<file path="src/rtl/sel_arb_pkg.sv">
// Shared types and defaults for the round-robin select arbiter.
package sel_arb_pkg;
  localparam int SEL_W     = 2;
  localparam int N_REQ     = 4;
  localparam int DEF_CNT_W = 8;

  typedef enum logic {IDLE, GRANT} arb_state_t;
  typedef logic [SEL_W-1:0] sel_t;
endpackage

</file>
<file path="src/rtl/sel_rr_arbiter_rr_pick.sv">
// Rotate-priority encoder: first set request bit scanning ptr, ptr+1, ... (mod N_REQ).
module rr_pick
  import sel_arb_pkg::*;
(
  input  logic [N_REQ-1:0] req,
  input  sel_t             ptr,
  output sel_t             pick,
  output logic             any_req
);

  sel_t idx;

  always_comb begin
    pick = '0;
    idx  = '0;
    // Walk from the farthest offset down so the nearest set bit to ptr wins.
    for (int i = N_REQ - 1; i >= 0; i--) begin
      idx = ptr + SEL_W'(i);
      if (req[idx]) begin
        pick = idx;
      end
    end
  end

  assign any_req = |req;

endmodule

</file>
<file path="src/rtl/sel_rr_arbiter.sv">
// Round-robin arbiter producing a registered select code with a valid/ready handshake.
// Optional per-requester grant counters are enabled by defining SEL_ARB_GRANT_CNT_EN.
module sel_rr_arbiter
  import sel_arb_pkg::*;
#(
  parameter int CNT_W = DEF_CNT_W
) (
  input  logic                   clk,
  input  logic                   rst_n,
  input  logic [N_REQ-1:0]       req,
  output sel_t                   sel,
  output logic                   sel_valid,
  input  logic                   sel_ready,
  output logic [N_REQ-1:0]       grant_oh,
`ifdef SEL_ARB_GRANT_CNT_EN
  output logic                   busy,
  output logic [N_REQ*CNT_W-1:0] grant_cnt
`else
  output logic                   busy
`endif
);

  // Handshake: a grant transfers on any edge where sel_valid and sel_ready are
  // both high; sel_ready is ignored while sel_valid is low, and a pending grant
  // is never retracted or altered by request changes.
  arb_state_t state_q, state_d;
  sel_t       sel_q, sel_d;
  sel_t       ptr_q, ptr_d;
  logic       hs;
  sel_t       pick;
  logic       any_req;

  assign sel_valid = (state_q == GRANT);
  assign busy      = sel_valid;
  assign sel       = sel_q;
  assign grant_oh  = sel_valid ? (N_REQ'(1) << sel_q) : '0;
  assign hs        = sel_valid & sel_ready;

  // The same-edge re-arbitration must already see the advanced pointer.
  assign ptr_d = hs ? (sel_q + sel_t'(1)) : ptr_q;

  rr_pick u_rr_pick (
    .req     (req),
    .ptr     (ptr_d),
    .pick    (pick),
    .any_req (any_req)
  );

  always_comb begin
    state_d = state_q;
    sel_d   = sel_q;
    case (state_q)
      IDLE: begin
        if (any_req) begin
          state_d = GRANT;
          sel_d   = pick;
        end
      end
      GRANT: begin
        if (hs) begin
          if (any_req) begin
            sel_d = pick;
          end else begin
            state_d = IDLE;
          end
        end
      end
      default: state_d = IDLE;
    endcase
  end

  always_ff @(posedge clk) begin
    if (!rst_n) begin
      state_q <= IDLE;
      sel_q   <= '0;
      ptr_q   <= '0;
    end else begin
      state_q <= state_d;
      sel_q   <= sel_d;
      ptr_q   <= ptr_d;
    end
  end

`ifdef SEL_ARB_GRANT_CNT_EN
  logic [CNT_W-1:0] cnt_q [N_REQ];
  logic [CNT_W-1:0] cnt_d [N_REQ];

  always_comb begin
    cnt_d = cnt_q;
    // Saturating count of completed handshakes per requester.
    if (hs && (cnt_q[sel_q] != '1)) begin
      cnt_d[sel_q] = cnt_q[sel_q] + CNT_W'(1);
    end
  end

  always_ff @(posedge clk) begin
    if (!rst_n) begin
      cnt_q <= '{default: '0};
    end else begin
      cnt_q <= cnt_d;
    end
  end

  for (genvar g = 0; g < N_REQ; g++) begin : g_cnt_out
    assign grant_cnt[g*CNT_W +: CNT_W] = cnt_q[g];
  end
`endif

endmodule

</file>
<file path="config.mk">
export PLATFORM = sky130hd
export DESIGN_NAME = sel_rr_arbiter
export DESIGN_NICKNAME = d
export VERILOG_FILES = /design/src/rtl/sel_arb_pkg.sv /design/src/rtl/sel_rr_arbiter_rr_pick.sv /design/src/rtl/sel_rr_arbiter.sv
export SDC_FILE = /design/constraint.sdc
export NUM_CORES = 1
export LEC_CHECK = 0
export CORE_AREA = 2 2 39 41
export CTS_CLUSTER_SIZE = 16
export DETAILED_ROUTE_END_ITERATION = 10
export DIE_AREA = 0 0 41 43
export DONT_BUFFER_PORTS = 1
export SYNTH_ARGS = -nofsm -noshare
export SYNTH_HDL_FRONTEND = slang
export SYNTH_SLANG_ARGS = --single-unit
</file>
<file path="constraint.sdc">
create_clock -name clk -period 3.05 [get_ports clk]
set_clock_uncertainty 0.2 [all_clocks]
set_input_delay 0.305 -clock clk [delete_from_list [all_inputs] [get_ports clk]]
set_output_delay 0.305 -clock clk [all_outputs]
set_load 0.03 [all_outputs]
</file>
## Word level (Yosys, flattened, before mapping)

Index checks and enable logic that the tools add are counted.

- Bits of input ports: 7
- Register bits after elaboration: 5
- Word-level logic and storage cells: 36
- Output and inout port bits: 8

- Bitwise operators: 2
- Shift operators: 1
- Order comparisons: 4
- Equality and inequality tests: 1
- Reductions and logical operators: 1
- Muxes and demuxes: 20
- Add/sub/neg operators: 4

Operator list:

| kind | count |
|---|---|
| $mux W2 | 7 |
| $lt A2 B3 Y1 const B | 4 |
| $bmux W1 S2 | 4 |
| $mux W1 | 6 |
| $add A2 B1 Y2 const B | 2 |
| $add A2 B2 Y2 const B | 2 |
| $mux W4 | 1 |
| $pmux W2 S2 | 1 |
| $reduce_or A4 Y1 | 1 |
| $shl A1 B2 Y4 const A | 1 |
| $ne A2 B1 Y1 const B | 1 |
| $pmux W1 S2 | 1 |
| $and A1 B1 Y1 | 1 |
| $not A1 Y1 | 1 |

## Logic depth before layout (Yosys ltp)

Gate-level depths: netlist (run 1).

- Word-level depth: 12
- Depth in mapped cells: 6
- Gate-level depth less buffers: 6

## Cells and area by module

A second synthesis (run 1) with hierarchy kept.

- Cells, all modules: 43
- Area total of the unflattened synthesis: 374.1 um2

By module, submodules not included:

| module | times used | cells each | sequential area each (um2) | area an instance (um2) |
|---|---|---|---|---|
| sel_rr_arbiter | 1 | 30 | 100.1 | 296.5 |
| rr_pick | 1 | 13 | 0.0 | 77.6 |

## Worst setup path before layout (run 1)

OpenSTA, ideal clock, no wires.

- Kind: register to register
- Start point: register sel_q[0], in the netlist sel[0]
- End point: register sel_q[0], in the netlist sel[0]
- Cell stages (with the launch flop): 7
- Arrival time: 1.784 ns
- Library setup time: 0.117 ns
- Setup slack: 0.948 ns
- Path buffers: 0
- Data required time: 2.733 ns
- Clock period less this slack: 2.102 ns
- Cell sequence: dfxtp_1 -> inv_1 -> ha_1 -> or3_1 -> o31ai_1 -> o21ai_0 -> a32o_1

- Word-level cells in the longest chain between the ends: 12
- Elaborated cells between the ends (all ways): 20
- Those cells by class: 4 x add/sub; 16 x mux

RTL lines:

| what | line | RTL |
|---|---|---|
| start: declaration | sel_rr_arbiter.sv:27 | `sel_t sel_q, sel_d;` |
| start signal: assignment | sel_rr_arbiter.sv:79 | `sel_q <= sel_d;` |
| $add A2 B1 Y2 | sel_rr_arbiter.sv:40 | `assign ptr_d = hs ? (sel_q + sel_t'(1)) : ptr_q;` |
| $mux W2 | sel_rr_arbiter.sv:40 |  |
| $add A2 B2 Y2 | sel_rr_arbiter_rr_pick.sv:18 | `idx = ptr + SEL_W'(i);` |
| $bmux W1 S2 | sel_rr_arbiter_rr_pick.sv:19 | `if (req[idx]) begin` |
| $mux W1 (implied by the code) | sel_rr_arbiter_rr_pick.sv:19 |  |
| $mux W2 (4 in series) | sel_rr_arbiter_rr_pick.sv:19 |  |
| $mux W2 (*) | sel_rr_arbiter.sv:54, sel_rr_arbiter.sv:61 |  |
| $mux W2 | sel_rr_arbiter.sv:60 | `if (hs) begin` |
| $pmux W2 S2 (*) | sel_rr_arbiter.sv:52 | `case (state_q)` |

Every way passes the cells marked *; elsewhere a longest branch is shown, timed or not. The select of a mux whose other input is x is not followed.
A chain may end at the register's enable or synchronous reset.

## Worst setup path after layout (run 1)

- Start point: register sel_q[1], in the netlist sel[1]
- End point: register sel_q[0], in the netlist sel[0]

- Word-level cells in the longest chain between the ends: 12
- Elaborated cells between the ends (all ways): 20
- Those cells by class: 4 x add/sub; 16 x mux

RTL lines:

| what | line |
|---|---|
| $add A2 B1 Y2 (*) | sel_rr_arbiter.sv:40 |
| $mux W2 (*) | sel_rr_arbiter.sv:40 |
| $add A2 B2 Y2 | sel_rr_arbiter_rr_pick.sv:18 |
| $bmux W1 S2 | sel_rr_arbiter_rr_pick.sv:19 |
| $mux W1 (implied by the code) | sel_rr_arbiter_rr_pick.sv:19 |
| $mux W2 (3 in series) | sel_rr_arbiter_rr_pick.sv:19 |
| $mux W2 (*) | sel_rr_arbiter_rr_pick.sv:19 |
| $mux W2 (*) | sel_rr_arbiter.sv:54, sel_rr_arbiter.sv:61 |
| $mux W2 | sel_rr_arbiter.sv:60 |
| $pmux W2 S2 (*) | sel_rr_arbiter.sv:52 |

Marks and branches as above.

==> results of run 1 <==
## power groups by stage
stage                     Clock, mW  Combinational (mW)  Sequential (mW)
after floorplan                   0              0.0525           0.0855
after global placement            0              0.0692           0.0798
after detailed placement          0              0.0695           0.0799
after CTS                    0.0808              0.0712           0.0787
after global routing         0.0818              0.0800           0.0794
final                        0.0789              0.0711           0.0788
## final timing paths
kind,from,endpoint,slack (ps),depth (start not counted)
setup / recovery,sel[1]$_SDFFE_PN0P_,sel[0]$_SDFFE_PN0P_,930,6
hold / removal,rst_n,ptr_q[1]$_SDFF_PN0_,7,1
setup reg to reg,sel[1]$_SDFFE_PN0P_,sel[0]$_SDFFE_PN0P_,930,6
hold reg to reg,sel[0]$_SDFFE_PN0P_,sel[0]$_SDFFE_PN0P_,510,2
## placed cells by master, fill, tap and decap left out, drive strengths merged, types with 2 or more instances in the layout
master	n
and2	6
buf	2
clkbuf	4
dfxtp	5
ha	4
inv	4
mux2i	2
nand2	7
o21ai	3
## state kept, by name (all words and copies together), names as in the netlist
register / flops
busy: 1
ptr_q: 2
sel: 2
## final cells by class
| type | count | share of cell area, % |
|---|---|---|
| clock buffer | 4 | 4.95 |
| tap | 16 | 3.77 |
| inverter | 4 | 2.83 |
| multi-input combinational | 42 | 64.9 |
| sequential | 5 | 18.9 |
| timing repair buffer | 3 | 4.72 |
## per-stage QoR
step	utilization [%]	hold WS (ps)	cells
after floorplan	-	221	52
after global placement	35.7	231	69
after detailed placement	35.7	237	69
after CTS	38.3	3.97	74
after global routing	38.3	15.3	74
final	38.3	7.45	74
## routing by layer
metal | routed length [um] | part of all wire [%] | global-route usage (%)
met2 | 512 | 50 | 21.6
met3 | 43 | 4.2 | 3.14
met5 | 0 | 0 | 0
met4 | 17 | 1.7 | 10.0
met1 | 446 | 44 | 16.7
## cell families after synthesis
| group | Yosys count |
|---|---|
| AO/OA/AOI/OAI | 12 |
| multiplexers | 3 |
| flip-flops | 5 |
| adder cells (fa/ha/maj) | 5 |
| AND/OR/NAND/NOR | 22 |
| buffers and inverters | 5 |
==> impl_metrics.toml, run 1 <==
[synth]
async_flop_share_pct = 0
synth_compound_area_share_pct = 24.7
yosysTopAreaCell = "dfxtp_1"
synth_area_um2 = 467
synth_common_cells = "nand2_1 (6), and2_2 (5), dfxtp_1 (5)"
avgSynthCellArea_um2 = 8.97
ys_ff_latch = 5
synthMuxAreaShare_pct = 8.31
yosysSeqAreaShare_pct = 21.4
synth_ff_type = "dfxtp_1"
ys_types = 32
synthCells = 52
ys_warn_count = 0
yosysMostFrequentCell = "nand2_1"
syn-num-nets = 63
yosys.area_share.simple_pct = 27.9
synth-adder-area-share_pct = 12.9
synth_top_area_share_pct = 21.4
synth_edf_count = 0
synth_top_family_by_area = "simple AND/OR/NAND/NOR gates"
synth_area_leaders = "dfxtp_1 (21%), ha_1 (11%), and2_2 (8.0%)"
synth_xor_area_share_pct = 0

[setup_path]
worstPathBufferInverterCount = 1
cp.arrival_ps = 2050
worstSetupStartpointType = "flop"
cp_cell_sequence = "inv_1, ha_1, or3_1, o31ai_1, o21ai_0, a32o_1"
path_max_fanout = 4
crit_slowest_cell = "dfxtp_1"
slowest_delay_ps = 540
path_class = "flop to flop"
cp_top_family = "flip-flops"
endpoint_kind = "flop"
cp.required_ps = 2990

[job]
maxCapViolCount = 0

[outcome]
status = "complete, no violations"

[place]
dpl-instance-area_um2 = 494
place_hpwl_um = 782
post-place-ws_ps = 948
place_congestion = 0.818
portBuffers = 0

[global_routing]
grt_remaining_overflow = 0
antenna_found_initial = 0
grt_pass1_vias = 398
grt_max_degree = 10
grt_pass1_wl_um = 1680
grt_use_total_pct = 14.3

[layout]
diodes = 0
area_growth_syn_to_layout_pct = 13.7
final_area_um2 = 531
layout-drive-gt1-share_pct = 27.6
n_fill_cell = 143
ff_latch_area_um2 = 100
nets = 70
multiInputGateArea_um2 = 344

[sta]
relSlewSlack_pct = 74.7
final.setup.worst_slack_ps = 930
setup_viol = 0
hold_viol_final = 0
grt_setup_unrepaired = "no"
finalCritPeriodShare_pct = 69.5
tightest_slew_ps = 379
max_freq_mhz = 472
tns_ps = 0
period_minus_slack_ps = 2120
finalMaxSlewViolations = 0

[floorplan]
fp-row-count = 14
die_h_um = 43
core-area_um2 = 1380
dieArea_um2 = 1760
io-pin-count = 15
dieWidth_um = 41
start_util_pct = 33.7

[clock_network]
clock_path_buffers = 2
cts_resized = 0
htree_levels = 1
holdBufCountCts = 1
clk_latency_ps = 250
clkSinkCount = 5
cts_buffers = 3
cts.clk_slew.worst_paths_ps = 40
cts_tree = "yes"
ctsRootBufferMaster = "clkbuf_4"
post_cts_buffers = 0

[routing]
dr.pass1.iters = 4
vias_per_cell = 5.61
first_iter_violations = 9
wire_per_inst_um = 13.8
routed_wl_um = 1020
post-route-drc-count = 0
num_vias = 415
ant_nets = 0

[power]
seqPwrFrac_pct = 34.5
clkPwrFrac_pct = 34.5
power_density_nw_per_um2 = 431
finalPower_uw = 229
p_sw_uw = 78.4
internal_power_uw = 150
p_leak_nw = 0.233
ir_drop_mv = 0.137
p_sw_share_pct = 34.3
p_comb_share_pct = 31.1

[worst_hold_path]
hp-class = "primary input to flop"
Note: power is estimated with default switching activity, not from simulation.
==> inputs of run 2 (changes only) <==
Clock period 3.05 ns to 1.9 ns, I/O delays scaled along.
==> run 2 against run 1 <==
  * Sequential power rose by 55%
  * Setup slack got worse by 820 ps
  * Clock-buffer cell count did not move
  * Clock power rose by 62%
  * Die area did not move
  * Critical path depth did not move
  * Utilization rose by 4.6 points
  * Largest power group is now combinational logic
==> impl_metrics.toml, run 2 (same netlist as run 1, synthesis figures left out) <==
[outcome]
status = "complete, no violations"

[layout]
layout-drive-gt1-share_pct = 32.3
nets = 74
area_growth_syn_to_layout_pct = 27.3
mostFrequentLayoutCells = "nand2_1 (6), and2_2 (5), inv_1 (4), dlygate4sd3_1 (4)"
stdcell_count = 78
n_fill_cell = 145
final_common_cell = "nand2_1"
diodes = 0

[routing]
wire_per_inst_um = 14.1
ant_nets = 0
first_iter_violations = 12
dr.pass1.iters = 2
post-route-drc-count = 0
vias_per_cell = 5.36
routed_wl_um = 1100
num_vias = 418

[global_routing]
grt_remaining_overflow = 0
grt_pass1_wl_um = 1690
grt_pass1_vias = 382
grt_max_degree = 8
antenna_found_initial = 0
grt_use_total_pct = 14.6

[setup_path]
cp.arrival_ps = 1720
path_max_fanout = 4
cp.required_ps = 1830
slowest_delay_ps = 340
cp_cell_sequence = "inv_1, ha_4, or3_1, o31ai_1, o21ai_0, a32o_1"
crit_slowest_cell = "or3_1"
endpoint_kind = "flop"
path_class = "flop to flop"
worstSetupStartpointType = "flop"

[sta]
final.setup.worst_slack_ps = 114
grt_setup_unrepaired = "no"
finalCritPeriodShare_pct = 94.0
finalMaxSlewViolations = 0
relSlewSlack_pct = 75.4
max_freq_mhz = 560
period_minus_slack_ps = 1790
setup_viol = 0
tns_ps = 0
tightest_slew_ps = 368
hold_viol_final = 0

[power]
ir_drop_mv = 0.257
finalPower_uw = 390
p_leak_nw = 0.256
power_density_nw_per_um2 = 656

[place]
post-place-ws_ps = 80.2
dp_cells = 70
place_hpwl_um = 796
place_congestion = 0.784
portBuffers = 0

[clock_network]
clkSinkCount = 5
cts.clk_slew.worst_paths_ps = 40
clock_path_buffers = 2
cts_buffers = 3
htree_levels = 1
clk_latency_ps = 250
ctsRootBufferMaster = "clkbuf_4"
post_cts_buffers = 0
cts_tree = "yes"

[floorplan]
start_util_pct = 33.7
io-pin-count = 15
die_h_um = 43
dieArea_um2 = 1760
fp-row-count = 14
core-area_um2 = 1380
dieWidth_um = 41

[job]
maxCapViolCount = 0

[worst_hold_path]
hp-class = "primary input to flop"
run 2: stage by stage:
stage | instance area (um2) | utilization (%) | hold slack [ps]
2_1_floorplan | 472 | - | 98.7
3_3_place_gp | 507 | 36.6 | 115
3_5_place_dp | 507 | 36.6 | 123
4_1_cts | 573 | 41.4 | 25.5
5_1_grt | 594 | 42.9 | 44.3
6_report | 594 | 42.9 | 22.1
run 2: final timing paths:
| kind | from | to | slack, ps | cells past startpoint |
|---|---|---|---|---|
| worst max-delay path | sel[0]$_SDFFE_PN0P_ | sel[0]$_SDFFE_PN0P_ | 110 | 6 |
| worst min-delay path | req[2] | sel[0]$_SDFFE_PN0P_ | 20 | 2 |
| worst max register to register | sel[0]$_SDFFE_PN0P_ | sel[0]$_SDFFE_PN0P_ | 110 | 6 |
| worst min register to register | sel[1]$_SDFFE_PN0P_ | sel[1]$_SDFFE_PN0P_ | 450 | 4 |
run 2: timing repair:
item | in CTS | in global routing
hold endpoints to repair | 5 | 0
resized for setup | 0 | 2
setup endpoints to repair | 0 | 1
hold buffers | 4 | 0
run 2: layer usage:
metal	GRT usage (%)	wire, um	up-vias
met5	0	0	-
met2	22.5	583	10
li1	-	-	207
met4	10.0	7	0
met1	16.7	479	199
met3	3.14	31	2
run 2: final cells by class:
cell class                      count  area (um2)  area share (%)
Clock buffer                        4        26.3            4.42
Multi-Input combinational cell     42         365            61.5
Inverter                            4        15.0            2.53
Sequential cell                     5         105            17.7
Tap cell                           16        20.0            3.37
Timing Repair Buffer                7        62.6            10.5
run 2: worst max-delay path: cells and delay by family (launching register included):
kind            cells  cell delay, ps
flops               1             330
simple gates        1             340
buf+inv             1             150
compound gates      3             400
fa+ha+maj           1             250
run 2: power by group:
| group | leakage, nW | total (mW) | internal, mW | switching (mW) |
|---|---|---|---|---|
| Clock | 0.0150 | 0.128 | 0.0797 | 0.0480 |
| Sequential | 0.0423 | 0.122 | 0.115 | 0.00747 |
| Combinational | 0.199 | 0.140 | 0.0615 | 0.0787 |
==> inputs of run 3 (changes only) <==
Settings changed: ABC_AREA set to 1, CORE_AREA 2 2 39 41 to 2 2 41 43, DIE_AREA 0 0 41 43 to 0 0 43 45.
==> run 3 against run 2 <==
  * Die area grew 9.8%
  * Global-route usage is 1.1 points lower
  * Synthesized cell count rose by 90%
  * Sequential power rose by 4%
  * Register-to-register slack about the same
  * Wire length increased by 7.7%
  * Total power increased by 34%
  * Clock-buffer cell count stayed put
  * Critical endpoint unchanged
==> impl_metrics.toml, run 3 <==
[outcome]
status = "complete, no violations"

[setup_path]
worstSetupStartpointType = "flop"
crit_top_cell = "nand2_1"
slowest_delay_ps = 330
cp.arrival_ps = 1760
cp_top_family = "simple AND/OR/NAND/NOR gates"
regToRegSetupSlack_ps = 110
path_max_fanout = 4
cp_cell_sequence = "inv_1, ha_4, nand3_1, nand2_1, nand2_1, nand2_2, nand2_2, nand2_1, nor2_1, nand2_1, nand2_1, nand2_1, nand2_1, a21oi_2"
cp.required_ps = 1870
path_class = "flop to flop"
endpoint_kind = "flop"
reg2reg_depth = 14
r2r_end = "sel[0]$_SDFFE_PN0P_"
r2r_start = "sel[0]$_SDFFE_PN0P_"
worstPathBufferInverterCount = 1
crit_slowest_cell = "dfxtp_4"

[routing]
num_vias = 577
ant_nets = 0
vias_per_cell = 4.65
routed_wl_um = 1190
first_iter_violations = 13
dr.pass1.iters = 4
wire_per_inst_um = 9.56
post-route-drc-count = 0

[worst_hold_path]
hp-class = "primary input to flop"
holdPathStages = 4
hp-start = "req[0]"
hold-path-endpoint = "busy$_SDFF_PN0_"

[power]
finalPower_uw = 523
p_leak_nw = 0.401
ir_drop_mv = 0.369
power_density_nw_per_um2 = 750

[global_routing]
grt_pass1_vias = 478
antenna_found_initial = 0
grt_use_total_pct = 13.4
grt_max_degree = 9
grt_pass1_wl_um = 1910
grt_remaining_overflow = 0

[clock_network]
ctsRootBufferMaster = "clkbuf_4"
htree_levels = 1
cts.clk_slew.worst_paths_ps = 50
cts_tree = "yes"
clock_path_buffers = 2
clk_latency_ps = 250
clkSinkCount = 5
cts_buffers = 3

[layout]
n_fill_cell = 175
final_common_cell = "nand2_1"
nets = 120
diodes = 0
area_growth_syn_to_layout_pct = 23.8
final_area_um2 = 697
mostFrequentLayoutCells = "nand2_1 (30), inv_1 (19), nand2_2 (10), nand3_1 (9)"
utilization_pct = 47.4
stdcell_count = 124
layout-drive-gt1-share_pct = 26.9

[synth]
async_flop_share_pct = 0
synth_common_cells = "nand2_1 (36), inv_1 (20), nand3_1 (10)"
avgSynthCellArea_um2 = 5.69
synth_area_leaders = "nand2_1 (24%), dfxtp_1 (18%), inv_1 (13%)"
synth_top_area_share_pct = 24.0
yosysSeqAreaShare_pct = 17.8
synth_edf_count = 0
synth_area_um2 = 563
ys_types = 16
yosysTopAreaCell = "nand2_1"
yosysMostFrequentCell = "nand2_1"
ys_warn_count = 0
synthCells = 99
ys_ff_latch = 5
synth_ff_type = "dfxtp_1"
syn-num-nets = 110

[place]
dpl-instance-area_um2 = 606
dp_cells = 117
place_hpwl_um = 959
portBuffers = 0
post-place-ws_ps = 48.6
place_congestion = 0.785

[sta]
grt_setup_unrepaired = "no"
finalCritPeriodShare_pct = 94.2
max_freq_mhz = 558
relSlewSlack_pct = 78.9
period_minus_slack_ps = 1790
final.setup.worst_slack_ps = 109
tns_ps = 0
hold_viol_final = 0
setup_viol = 0
finalMaxSlewViolations = 0
tightest_slew_ps = 313
worst_hold_slack_ps = 13.9

[floorplan]
start_util_pct = 38.3
io-pin-count = 15
core-area_um2 = 1470
die_h_um = 45
fp-row-count = 14
dieArea_um2 = 1940
dieWidth_um = 43

[job]
maxCapViolCount = 0
## run 3: cell types whose count changed in the layout (fill, tap and decap cells not counted), sizes merged, moves of 2 or more
cell,change
inv,+16
nand3,+11
a21oi,+3
nor2,+4
buf,+2
nand2,+36
and2,-6
mux2i,-2
dlygate4sd3,-2
## run 3: worst reg2reg max path: stages, from the launching register on
cell	delay (ps)
dfxtp_4	330
inv_1	70
ha_4	270
nand3_1	60
nand2_1	150
nand2_1	80
nand2_2	80
nand2_2	60
nand2_1	70
nor2_1	40
nand2_1	50
nand2_1	40
nand2_1	50
nand2_1	50
a21oi_2	110
## run 3: worst max path at each step
stage	slack, ps	cells after the start	from	endpoint
final	110	14	sel[0]$_SDFFE_PN0P_	sel[0]$_SDFFE_PN0P_
after global routing	4	14	sel[0]$_SDFFE_PN0P_	sel[0]$_SDFFE_PN0P_
after CTS	20	15	sel[0]$_SDFFE_PN0P_	sel[0]$_SDFFE_PN0P_
after detailed placement	50	15	sel[0]$_SDFFE_PN0P_	sel[0]$_SDFFE_PN0P_
after global placement	90	14	sel[0]$_SDFFE_PN0P_	sel[0]$_SDFFE_PN0P_
after floorplan	20	14	busy$_SDFF_PN0_	sel[0]$_SDFFE_PN0P_
## run 3: report_power, final
group / switching, mW / leakage (nW) / internal (mW)
registers: 0.00778 / 0.0425 / 0.119
clock network: 0.0469 / 0.0150 / 0.0796
logic: 0.174 / 0.344 / 0.0947
total: 0.229 / 0.401 / 0.293
## run 3: layout make-up
cell class,instances,area [um2],share of cell area (%)
Sequential cell,5,105,15.1
Inverter,20,75.1,10.8
Clock buffer,4,26.3,3.77
Tap cell,16,20.0,2.87
Timing Repair Buffer,7,57.6,8.26
Multi-Input combinational cell,72,413,59.2
## run 3: logic make-up (layout without fill, tap and decap cells)
logic type	count (synthesis)	after routing	share of synthesized area [%]
AOI/OAI and AO/OA	7	7	7.33
adders and majority gates	4	4	8.89
buffers and inverters	22	31	15.6
and+or+nand+nor	61	61	50.4
DFF	5	5	17.8
## run 3: layer usage
metal  up-vias  GRT usage, %  share of wire [%]
li1        319             -                  -
met1       236          15.5                 46
met2        17          22.1                 45
met3         5          2.00                5.6
met4         0          10.9                3.6
met5         -             0                  0
## run 3: what timing repair did
action / in CTS / in global routing
setup buffers: 0 / 1
hold endpoints to repair: 5 / 0
gates resized for setup: 0 / 10
endpoints found under the setup margin: 0 / 2
hold buffers: 2 / 0
